`src/rtl/shift_ctrl_pkg.sv`:
```
// Shared definitions for the shift register controller: op codes, FSM states,
// default geometry.
package shift_ctrl_pkg;

  localparam int unsigned WIDTH_DEF = 8;
  localparam int unsigned CNT_W_DEF = 3;

  typedef enum logic [1:0] {
    OP_LOAD = 2'b00,
    OP_ROR  = 2'b01,
    OP_ROL  = 2'b10,
    OP_ASR  = 2'b11
  } op_e;

  typedef enum logic [1:0] {
    ST_IDLE,
    ST_LOAD,
    ST_SHIFT,
    ST_DONE
  } state_e;

endpackage

```
`src/rtl/shift_count_down.sv`:
```
// Loadable down-counter; tc flags the last remaining shift (count == 1).
module shift_count_down #(
  parameter int unsigned CNT_W = 3
) (
  input  logic             clock,
  input  logic             reset,
  input  logic             load,
  input  logic [CNT_W-1:0] load_val,
  input  logic             dec,
  output logic             tc
);

  logic [CNT_W-1:0] cnt_q;
  logic [CNT_W-1:0] cnt_d;

  always_comb begin
    cnt_d = cnt_q;
    if (load) begin
      cnt_d = load_val;
    end else if (dec && (cnt_q != '0)) begin
      cnt_d = cnt_q - CNT_W'(1);
    end
  end

  always_ff @(posedge clock) begin
    if (reset) begin
      cnt_q <= '0;
    end else begin
      cnt_q <= cnt_d;
    end
  end

  assign tc = (cnt_q == CNT_W'(1));

endmodule

```
`src/rtl/shift_register_controller.sv`:
```
// Command sequencer for the rotating shift register; holds the register in idle
// by reloading its own Q, since the cells have no enable.
module shift_register_controller
  import shift_ctrl_pkg::*;
#(
  parameter int unsigned WIDTH = WIDTH_DEF,
  parameter int unsigned CNT_W = CNT_W_DEF
) (
  input  logic             clock,
  input  logic             reset,
  input  logic             cmd_valid,
  output logic             cmd_ready,
  input  logic [1:0]       cmd_op,
  input  logic [CNT_W-1:0] cmd_amount,
  input  logic [WIDTH-1:0] cmd_data,
  input  logic [WIDTH-1:0] q_in,
  output logic             parallel_loadn,
  output logic             load_left,
  output logic             asr,
  output logic [WIDTH-1:0] d_out,
  output logic             busy,
  output logic             done
);

  state_e           state_q, state_d;
  op_e              op_q, op_d;
  logic [WIDTH-1:0] data_q, data_d;
  logic             cnt_load;
  logic             cnt_dec;
  logic             cnt_tc;

  shift_count_down #(
    .CNT_W (CNT_W)
  ) u_count (
    .clock    (clock),
    .reset    (reset),
    .load     (cnt_load),
    .load_val (cmd_amount),
    .dec      (cnt_dec),
    .tc       (cnt_tc)
  );

  always_comb begin
    state_d        = state_q;
    op_d           = op_q;
    data_d         = data_q;
    cnt_load       = 1'b0;
    cnt_dec        = 1'b0;
    cmd_ready      = 1'b0;
    busy           = 1'b1;
    done           = 1'b0;
    parallel_loadn = 1'b0;
    load_left      = 1'b0;
    asr            = 1'b0;
    d_out          = q_in;

    unique case (state_q)
      ST_IDLE: begin
        cmd_ready = 1'b1;
        busy      = 1'b0;
        if (cmd_valid) begin
          op_d     = op_e'(cmd_op);
          data_d   = cmd_data;
          cnt_load = 1'b1;
          if (op_e'(cmd_op) == OP_LOAD) begin
            state_d = ST_LOAD;
          end else if (cmd_amount != '0) begin
            state_d = ST_SHIFT;
          end else begin
            state_d = ST_DONE;
          end
        end
      end
      ST_LOAD: begin
        d_out   = data_q;
        state_d = ST_DONE;
      end
      ST_SHIFT: begin
        parallel_loadn = 1'b1;
        load_left      = (op_q != OP_ROL);
        asr            = (op_q == OP_ASR);
        cnt_dec        = 1'b1;
        if (cnt_tc) begin
          state_d = ST_DONE;
        end
      end
      ST_DONE: begin
        done    = 1'b1;
        state_d = ST_IDLE;
      end
      default: state_d = ST_IDLE;
    endcase
  end

  always_ff @(posedge clock) begin
    if (reset) begin
      state_q <= ST_IDLE;
      op_q    <= OP_LOAD;
      data_q  <= '0;
    end else begin
      state_q <= state_d;
      op_q    <= op_d;
      data_q  <= data_d;
    end
  end

endmodule
```
`config.mk`:
```
export PLATFORM = sky130hd
export DESIGN_NAME = shift_register_controller
export DESIGN_NICKNAME = d
export VERILOG_FILES = /design/src/rtl/shift_ctrl_pkg.sv /design/src/rtl/shift_count_down.sv /design/src/rtl/shift_register_controller.sv
export SDC_FILE = /design/constraint.sdc
export NUM_CORES = 1
export LEC_CHECK = 0
export ABC_AREA = 1
export CAP_MARGIN = 40
export CELL_PAD_IN_SITES_DETAIL_PLACEMENT = 1
export CELL_PAD_IN_SITES_GLOBAL_PLACEMENT = 1
export CORE_MARGIN = 10
export CORE_UTILIZATION = 37
export CTS_BUF_LIST = sky130_fd_sc_hd__clkbuf_16
export CTS_CLUSTER_SIZE = 12
export DETAILED_ROUTE_END_ITERATION = 8
export DONT_BUFFER_PORTS = 1
export PLACE_DENSITY_LB_ADDON = 0.2
export SLEW_MARGIN = 0
export SYNTH_ARGS = -nofsm -noshare
export SYNTH_HDL_FRONTEND = slang
export SYNTH_SLANG_ARGS = --single-unit
```
`constraint.sdc`:
```
create_clock -name clock -period 1.25 [get_ports clock]
set_clock_uncertainty 0.1 [all_clocks]
set_input_delay 0.0625 -clock clock [delete_from_list [all_inputs] [get_ports clock]]
set_output_delay 0.0625 -clock clock [all_outputs]
set_load 0.02 [all_outputs]
```
-- Word-level counts from Yosys, hierarchy flattened
Cells that the tools add are included.
- add/sub/neg operators: 1
- equal/unequal tests: 8
- multiplexer cells: 16
- reductions and logical operators: 8
- operators by type and width (operator ; number):
    1-bit two-way mux ; 9
    8-bit two-way mux ; 1
    2-bit one-hot mux with 4 select lines ; 1
    2-bit equality test, second input constant ; 3
    2-bit two-way mux ; 3
    3-bit two-way mux ; 2
    2-bit != test, second input constant ; 3
    3-bit nonzero test ; 2
    2-bit zero test ; 2
    2-bit AND reduction ; 2
    3-bit by 1-bit equality test with 1-bit output, second input constant ; 1
    3-bit by 1-bit subtractor with 3-bit output, second input constant ; 1
    2-bit by 1-bit equality test with 1-bit output, second input constant ; 1
    2-bit nonzero test ; 1
    1-bit logical AND ; 1
- bits in registers: 15
- output and inout bits: 14
- word-level logic and storage cells: 37

-- Depth between registers and ports, before layout
Gate-level depths: netlist of run 1.
- depth after elaboration: 5
- mapped depth: 8
- depth with buffers taken out: 8

-- Modules after synthesis
Synthesis of run 1 repeated with hierarchy kept, for this count alone.
- cells, all modules: 128
- area, all modules: 914.6 um^2
- by module, submodules not included (module ; instances ; cells each ; area an instance (um^2) ; sequential area each (um^2)):
    shift_register_controller ; 1 ; 92 ; 684.4 ; 240.2
    shift_count_down ; 1 ; 36 ; 230.2 ; 60.1

-- Least setup slack after synthesis of run 1
No wires, ideal clock.
- kind: reg-to-output
- start: register state_q[0]
- end: output port load_left
- data arrival time: 1.320 ns
- slack: -0.233 ns
- stages on the path, launching flop included: 5
- path buffers: 0
- cells stage by stage: dfxtp_1 inv_1 ha_1 inv_1 o21ai_0
- word-level cells in the longest chain between the ends: 2
- RTL lines (item ; RTL line ; source):
    from (decl) ; shift_register_controller.sv:25 ; state_e state_q, state_d;
    from (signal assigned) ; shift_register_controller.sv:101 ; state_q <= state_d;
    2-bit equality test ; shift_register_controller.sv:57 ; unique case (state_q)
    1-bit two-way mux ; shift_register_controller.sv:57 ;
    to (decl) ; shift_register_controller.sv:18 ; output logic load_left,
Every way passes these cells.

-- Worst setup path in the final report of run 1
- start: register state_q[1]
- end: output port d_out[1]
- word-level cells in the longest chain between the ends: 2
- RTL lines (item ; RTL line ; source):
    2-bit by 1-bit equality test with 1-bit output ; shift_register_controller.sv:57 ;
    8-bit two-way mux ; shift_register_controller.sv:57 ;
    to (decl) ; shift_register_controller.sv:20 ; output logic [WIDTH-1:0] d_out,
Every way passes these cells.

==> results of run 1 <==
==> cell usage after synthesis, drive strengths merged <==
cell type / number
nor2: 26
nand2: 20
dfxtp: 15
inv: 14
o21ai: 13
ha: 8
mux2: 8
nand3: 5
a21oi: 4
buf: 3
clkbuf: 1
o21a: 1
or2: 1
==> repair_timing <==
item | 4_1_cts | 5_1_grt
setup endpoints to repair | 27 | 28
hold endpoints to repair | 13 | 0
pin swaps | 7 | 10
cloned | 1 | 1
buffers inserted | 2 | 3
resized for setup | 50 | 26
hold buffers | 13 | 0
==> per-stage QoR <==
step | util | cells | hold slack (ps)
global placement | 0.453 | 156 | 33.0
detailed placement | 0.453 | 156 | 37.2
global route | 0.695 | 179 | 19.3
finish | 0.695 | 179 | -7.63
floorplan | - | 119 | 31.6
CTS | 0.632 | 175 | 1.17
==> cells by family (layout without fill, tap and decap cells) <==
kind of cell	count (synthesis)	count (layout)
adder cells (fa/ha/maj)	8	8
buffers and inverters	18	49
AND/OR/NAND/NOR	52	53
AO/OA/AOI/OAI	18	18
multiplexers	8	8
flip-flops	15	15
==> state kept, by name, indices dropped and copies added, names as in the netlist <==
name,cells
state_q,2
data_q,8
op_q,2
u_count.cnt_q,3
==> worst reg2reg max path, stage by stage, from the launching register on <==
cell     delay, ps
dfxtp_2        340
buf_4          150
ha_4           160
buf_6          130
nand2_4         80
nand2_4         70
buf_4          140
a21oi_2        120
==> per-layer routing <==
layer  global-route usage  vias to the layer above  part of all wire
met3               0.0385                        6             0.052
met1                0.135                      449              0.38
met4               0.0355                        0             0.014
met5                    0                        -                 0
met2                0.258                       42              0.55
li1                     -                      444                 -
==> report_power, final <==
part | switching (W) | internal, W | total [W] | leakage [nW]
registers | 0.000161 | 0.000667 | 0.000828 | 0.126
logic | 0.00165 | 0.00141 | 0.00306 | 0.514
clock network | 0.000217 | 0.000428 | 0.000645 | 0.0409
==> worst max-delay path by stage <==
stage | end | cells after the start | slack [ps]
5_1_grt | load_left | 5 | -220
2_1_floorplan | d_out[0] | 4 | -10
3_3_place_gp | u_count.cnt_q[0] | 8 | -50
4_1_cts | d_out[1] | 3 | -170
6_report | d_out[1] | 3 | -180
3_5_place_dp | u_count.cnt_q[0] | 8 | -130
==> area by class of cell <==
| type | instances | area (µm²) |
|---|---|---|
| multi-input combinational | 87 | 751 |
| fill | 229 | 688 |
| sequential | 15 | 308 |
| timing repair buffer | 30 | 304 |
| inverter | 14 | 77.6 |
| clock buffer | 3 | 75.1 |
| tap | 28 | 35.0 |
| timing repair inverter | 1 | 11.3 |
| clock inverter | 1 | 5.00 |
==> impl_results.md, run 1 <==
- Via count of the first global-routing pass: 1,071
- Fraction of layout cells with a size suffix above 1: 0.530
- Final hold violations: 1
- Worst-skew pair later-pin latency: 250 ps
- Largest voltage drop on the vdd net: 2.51 mV
- Share of synthesized cell area in full adder, half adder and majority cells: 0.112
- Crit path launch: state_q[1]
- Number of buffers inserted during clock tree synthesis: 3
- Post-CTS clock slew at the launch and capture registers of the worst setup and hold paths: 60 ps
- Unrepaired setup endpoints after global routing: yes
- Dominant combinational cell family by area after synthesis: simple AND/OR/NAND/NOR gates
- Relative max-transition margin: 0.551
- Startpoint kind of the worst setup timing path: flop
- Initial standard-cell utilization of the core: 0.396
- Final total negative setup slack: -2830 ps
- Share of synthesized area spent on multiplexers: 0.101
- Critical path's top delay family: multiplexers
- Origin of the critical flop-to-flop path: state_q[1]
- Final Critical Period: 1430 ps
- Share of the synthesized netlist area taken by xor and xnor gates: 0
- Total core area: 2250 µm²
- Final worst slack: -178 ps
- Iter 0 DRT Violations: 35
- Global-route wire length before repair: 5380 µm
- Area Overhead vs Synth: 75.3%
- Crit Path Max Fanout: 8
- Iteration count of the initial detailed-routing pass: 4
- Reg2reg path depth: 7
- Fmax: 700 MHz
- Number of unique standard cell types used by synthesis: 19
- Yosys top cell area share: 0.336
- Cell type with the highest aggregate area in the netlist: dfxtp_1
- CP cell instances: inv_4, ha_4, mux2_4
- Worst Hold Path EP: u_count.cnt_q[1]
- Max stage delay on crit path: 360 ps
- Area of the die: 4780 µm²
- Post-Place Cell Area: 1020 µm²
- Vias per inst: 5.26
- Max-slew violation total from the final report: 0
- Gr ovfl total: 0
- Most common library cell in the layout ignoring fill and taps: nor2_1
- Number of placement rows: 17
- Data required, critical path: 1090 ps
- CTS H-tree lvls: 1
- Fraction of the mapped netlist area in compound gates: 0.104
- Hold Crit Depth: 4
- Buffers from clock root to sink, at most: 2
- Nets in the synthesized netlist: 151
- Slew at the pin closest to its max-slew limit: 672 ps
- Main area contributors after synthesis: dfxtp_1 34%, ha_1 11%, nor2_1 11%
- Count of port buffers added during placement: 0
- Number of antenna repair diodes: 0
- FF-to-FF End: u_count.cnt_q[0]
- Fraction of the mapped netlist area in simple logic gates: 0.239
- Largest net degree at the start of global routing: 14
- Number of vias after detailed routing: 941
- Commonest cells after routing, fill and taps aside: 22 x nor2_1, 13 x dlygate4sd3_1, 11 x nand2_1, 11 x dfxtp_1, 10 x o21ai_2
- Syn. warnings: 0
- Setup Slack @ Placement: -126 ps
- Cell at the slowest stage of the critical path: mux2_4
- Number of antenna violations at the first check in global routing: 0
- Avg Synthesized Cell Area: 7.51 µm²
- Gpl congestion: 0.799
- Clock tree from TritonCTS: yes
- Kind of critical path: reg -> out
- Fraction of the yosys area taken by sequential cells: 0.336
- Worst Hold Margin: -7.63 ps
- Die width: 69.1 µm
- Violated checks: hold timing, setup timing
- Number of buffers and inverters on the critical path: 1
- Design area: 1570 µm²
- Post-synthesis instance total: 119
- Antenna-violating nets left: 0
- Total Power: 0.00454 W
- Final #Nets: 184
- Per-cell routed wire length: 21.8 µm
- Arrival @ worst endpoint: 1270 ps
- Gr usage total: 0.134
- Buffer cell driving the clock tree root: clkbuf_16
- Endpoints failing setup: 27
- Detailed Route WL: 3910 µm
- Outcome: finished, violations left
- Tcrit/Tclk final: 1.14
- Floorplan die height: 69.1 µm
- DP Wirelength: 2010 µm
- Startpoint of the most critical hold path: cmd_amount[1]
- Number of placed I/O pins: 38
- Detailed-route DRC error count: 0
- # clock sinks: 15
- Nature of the critical path endpoint: output pin
- Synthesized cell area: 893 µm²
- Worst hold-check path type: in -> reg
- Cell area power density: 2900 nW/µm²
- Worst-case register-to-register setup slack: -110 ps
- Synth Register Bits: 15
- Leak Pwr: 0.681 nW
- Max-capacitance violation count: 0
Power figures use the tool's default switching activity.
==> run 2, diff against run 1 <==
- CORE_UTILIZATION: 37 -> 25
- SYNTH_HIERARCHICAL: unset -> 1
- clock period: 1.25 -> 1.22 ns (I/O delays scaled with it)
==> impl_results.md, run 2 <==
- Violated checks: setup timing
- Number of vias after detailed routing: 928 (-1.4%)
- Nature of the critical path endpoint: output pin
- Leak Pwr: 0.668 nW (-2.0%)
- Startpoint kind of the worst setup timing path: flop
- Yosys top cell area share: 0.328 (-0.00782)
- Number of antenna violations at the first check in global routing: 0 (unchanged)
- Detailed-route DRC error count: 0 (unchanged)
- Fraction of the mapped netlist area in compound gates: 0.103 (-0.00104)
- Final #Nets: 192 (+4.3%)
- Number of buffers inserted during clock tree synthesis: 3 (unchanged)
- Origin of the critical flop-to-flop path: state_q[1]
- Outcome: finished, violations left
- Fillers: 406 (+77%)
- Setup Slack @ Placement: -84.0 ps (+42.3 ps)
- Initial standard-cell utilization of the core: 0.266 (-0.131)
- Total core area: 3440 µm² (+53%)
- Area Overhead vs Synth: 68.4%
- Share of synthesized cell area in full adder, half adder and majority cells: 0.109 (-0.00261)
- Count of port buffers added during placement: 0 (unchanged)
- Detailed Route WL: 3260 µm (-17%)
- Largest voltage drop on the vdd net: 1.70 mV (-32%)
- Unrepaired setup endpoints after global routing: yes
- Die width: 80.5 µm (+16%)
- Fraction of the mapped netlist area in simple logic gates: 0.253 (+0.0136)
- Fraction of layout cells with a size suffix above 1: 0.465 (-0.0644)
- Post-synthesis instance total: 128 (+7.6%)
- Gr usage total: 0.0986 (-0.0355)
- Relative max-transition margin: 0.735 (+0.184)
- Number of placement rows: 21 (+4)
- Clock tree from TritonCTS: yes
- Main area contributors after synthesis: dfxtp_1 33%, nor2_1 11%, ha_1 11%
- Area of the die: 6480 µm² (+36%)
- Gpl congestion: 0.809 (+1.2%)
- Regs by FF count: data_q x8, u_count/cnt_q x3
- Number of antenna repair diodes: 0 (unchanged)
- Fmax: 692 MHz
- Per-cell routed wire length: 15.9 µm (-27%)
- Arrival @ worst endpoint: 1280 ps (about the same)
- Cell type with the highest aggregate area in the netlist: dfxtp_1
- Floorplan die height: 80.5 µm (+16%)
- Most used DFF post-synth: dfxtp_1
- Final worst slack: -224 ps (-45.9 ps)
- Crit Path Max Fanout: 5 (-3)
- Dominant combinational cell family by area after synthesis: simple AND/OR/NAND/NOR gates
- Vias per inst: 4.53 (-14%)
- Number of placed I/O pins: 38 (unchanged)
- Max reg flops: 8 (unchanged)
- Startpoint of the most critical hold path: cmd_valid
- Avg Synthesized Cell Area: 7.15 µm² (-4.8%)
- Share of the synthesized netlist area taken by xor and xnor gates: 0 (unchanged)
- Iteration count of the initial detailed-routing pass: 2 (-2)
- Via count of the first global-routing pass: 1,016 (-5.1%)
- DP Wirelength: 2240 µm (+12%)
- Largest net degree at the start of global routing: 13 (-1)
- CTS H-tree lvls: 1 (unchanged)
- Slew at the pin closest to its max-slew limit: 397 ps (-275 ps)
- # clock sinks: 15 (unchanged)
- Fraction of registers with async set/reset: 0 (unchanged)
- Most instantiated cells after synthesis: 28 x nor2_1, 21 x nand2_1, 16 x inv_1
- Synthesized cell area: 915 µm² (+2.4%)
- Gr ovfl total: 0 (unchanged)
- Syn. warnings: 6 (+6)
- Worst hold-check path type: in -> reg
- Iter 0 DRT Violations: 32 (-8.6%)
- Tcrit/Tclk final: 1.18
- Max-slew violation total from the final report: 0 (unchanged)
- Max-capacitance violation count: 0 (unchanged)
- Kind of critical path: reg -> out
- Number of unique standard cell types used by synthesis: 16 (-3)
- Placed cell count: 184 (+18%)
- Buffers from clock root to sink, at most: 2 (unchanged)
- Global-route wire length before repair: 5110 µm (-5.1%)
- Final Critical Period: 1440 ps
- Number of standard cells in the layout, taps in and fillers out: 205 (+15%)
- Post-CTS clock slew at the launch and capture registers of the worst setup and hold paths: 50 ps (about the same)
- Commonest cells after routing, fill and taps aside: 17 x nand2_1, 17 x nor2_1, 14 x dlygate4sd3_1
- Endpoints failing setup: 28 (+3.7%)
- Worst-skew pair later-pin latency: 240 ps (about the same)
- Most numerous cell in the Yosys netlist: nor2_1
- Number of enable flip-flop cells after synthesis: 0 (unchanged)
- Fraction of the yosys area taken by sequential cells: 0.328 (-0.00782)
- Share of synthesized area spent on multiplexers: 0.0985 (-0.00235)
- Final hold violations: 0 (-1)
- Buffer cell driving the clock tree root: clkbuf_16
- Antenna-violating nets left: 0 (unchanged)
- Synth Register Bits: 15 (unchanged)
- Crit path launch: state_q[1]
- Final total negative setup slack: -3440 ps (-608 ps)
- Nets in the synthesized netlist: 160 (+6.0%)
- Data required, critical path: 1060 ps (-30 ps)
- Register with the most flip-flops: data_q
- Cell area power density: 2660 nW/µm² (-8.2%)
[run 2: final cells by class]
type | count | area (µm²) | share of cell area
Tap cell | 46 | 57.6 | 0.0374
Sequential cell | 15 | 310 | 0.201
Clock inverter | 1 | 5.00 | 0.00325
Inverter | 19 | 98.8 | 0.0642
Timing Repair Buffer | 30 | 294 | 0.191
Multi-Input combinational cell | 91 | 699 | 0.454
Clock buffer | 3 | 75.1 | 0.0487
[run 2: path summary, 6_finish.rpt]
check	to	slack, ps	cells after the start
max	d_out[6]	-220	4
min reg2reg	data_q[4]	390	2
max reg2reg	u_count/cnt_q[2]	-150	10
min	op_q[0]	50	3
[run 2: report_power, final]
part / internal, W / total, W / leakage [nW] / switching [W]
Clock: 0.000438 / 0.000646 / 0.0409 / 0.000207
Sequential: 0.000677 / 0.000849 / 0.126 / 0.000173
Combinational: 0.00119 / 0.00260 / 0.501 / 0.00141
[run 2: per-stage QoR]
stage               hold slack [ps]  utilization  area, µm²  total power, W
floorplan                      30.1            -        976         0.00220
global placement               33.6        0.321       1100         0.00267
detailed placement             35.5        0.321       1100         0.00271
CTS                            48.8        0.433       1490         0.00393
global route                   79.1        0.447       1540         0.00440
finish                         45.7        0.447       1540         0.00409
[run 2: cells by family after synthesis]
group                      after synthesis
and+or+nand+nor                         57
buffers and inverters                   22
AOI/OAI and AO/OA                       18
DFF                                     15
muxes                                    8
adders and majority gates                8
[run 2: critical path, cell delays in order (launching register included)]
cell	delay, ps
dfxtp_2	350
inv_4	50
ha_4	160
buf_8	130
mux2_4	340
[run 2: routing by layer]
layer	track usage	vias to the layer above	routed length, µm
met5	0	-	0
met4	0.0176	0	31
met3	0.0401	2	232
met2	0.173	25	1670
met1	0.110	439	1320
li1	-	462	-
[run 2: timing repair]
| item | 4_1_cts | 5_1_grt |
|---|---|---|
| pin swaps | 8 | 4 |
| resized for setup | 42 | 17 |
| hold endpoints to repair | 14 | 0 |
| setup buffers | 3 | 1 |
| hold buffers | 14 | 0 |
| setup endpoints to repair | 26 | 28 |
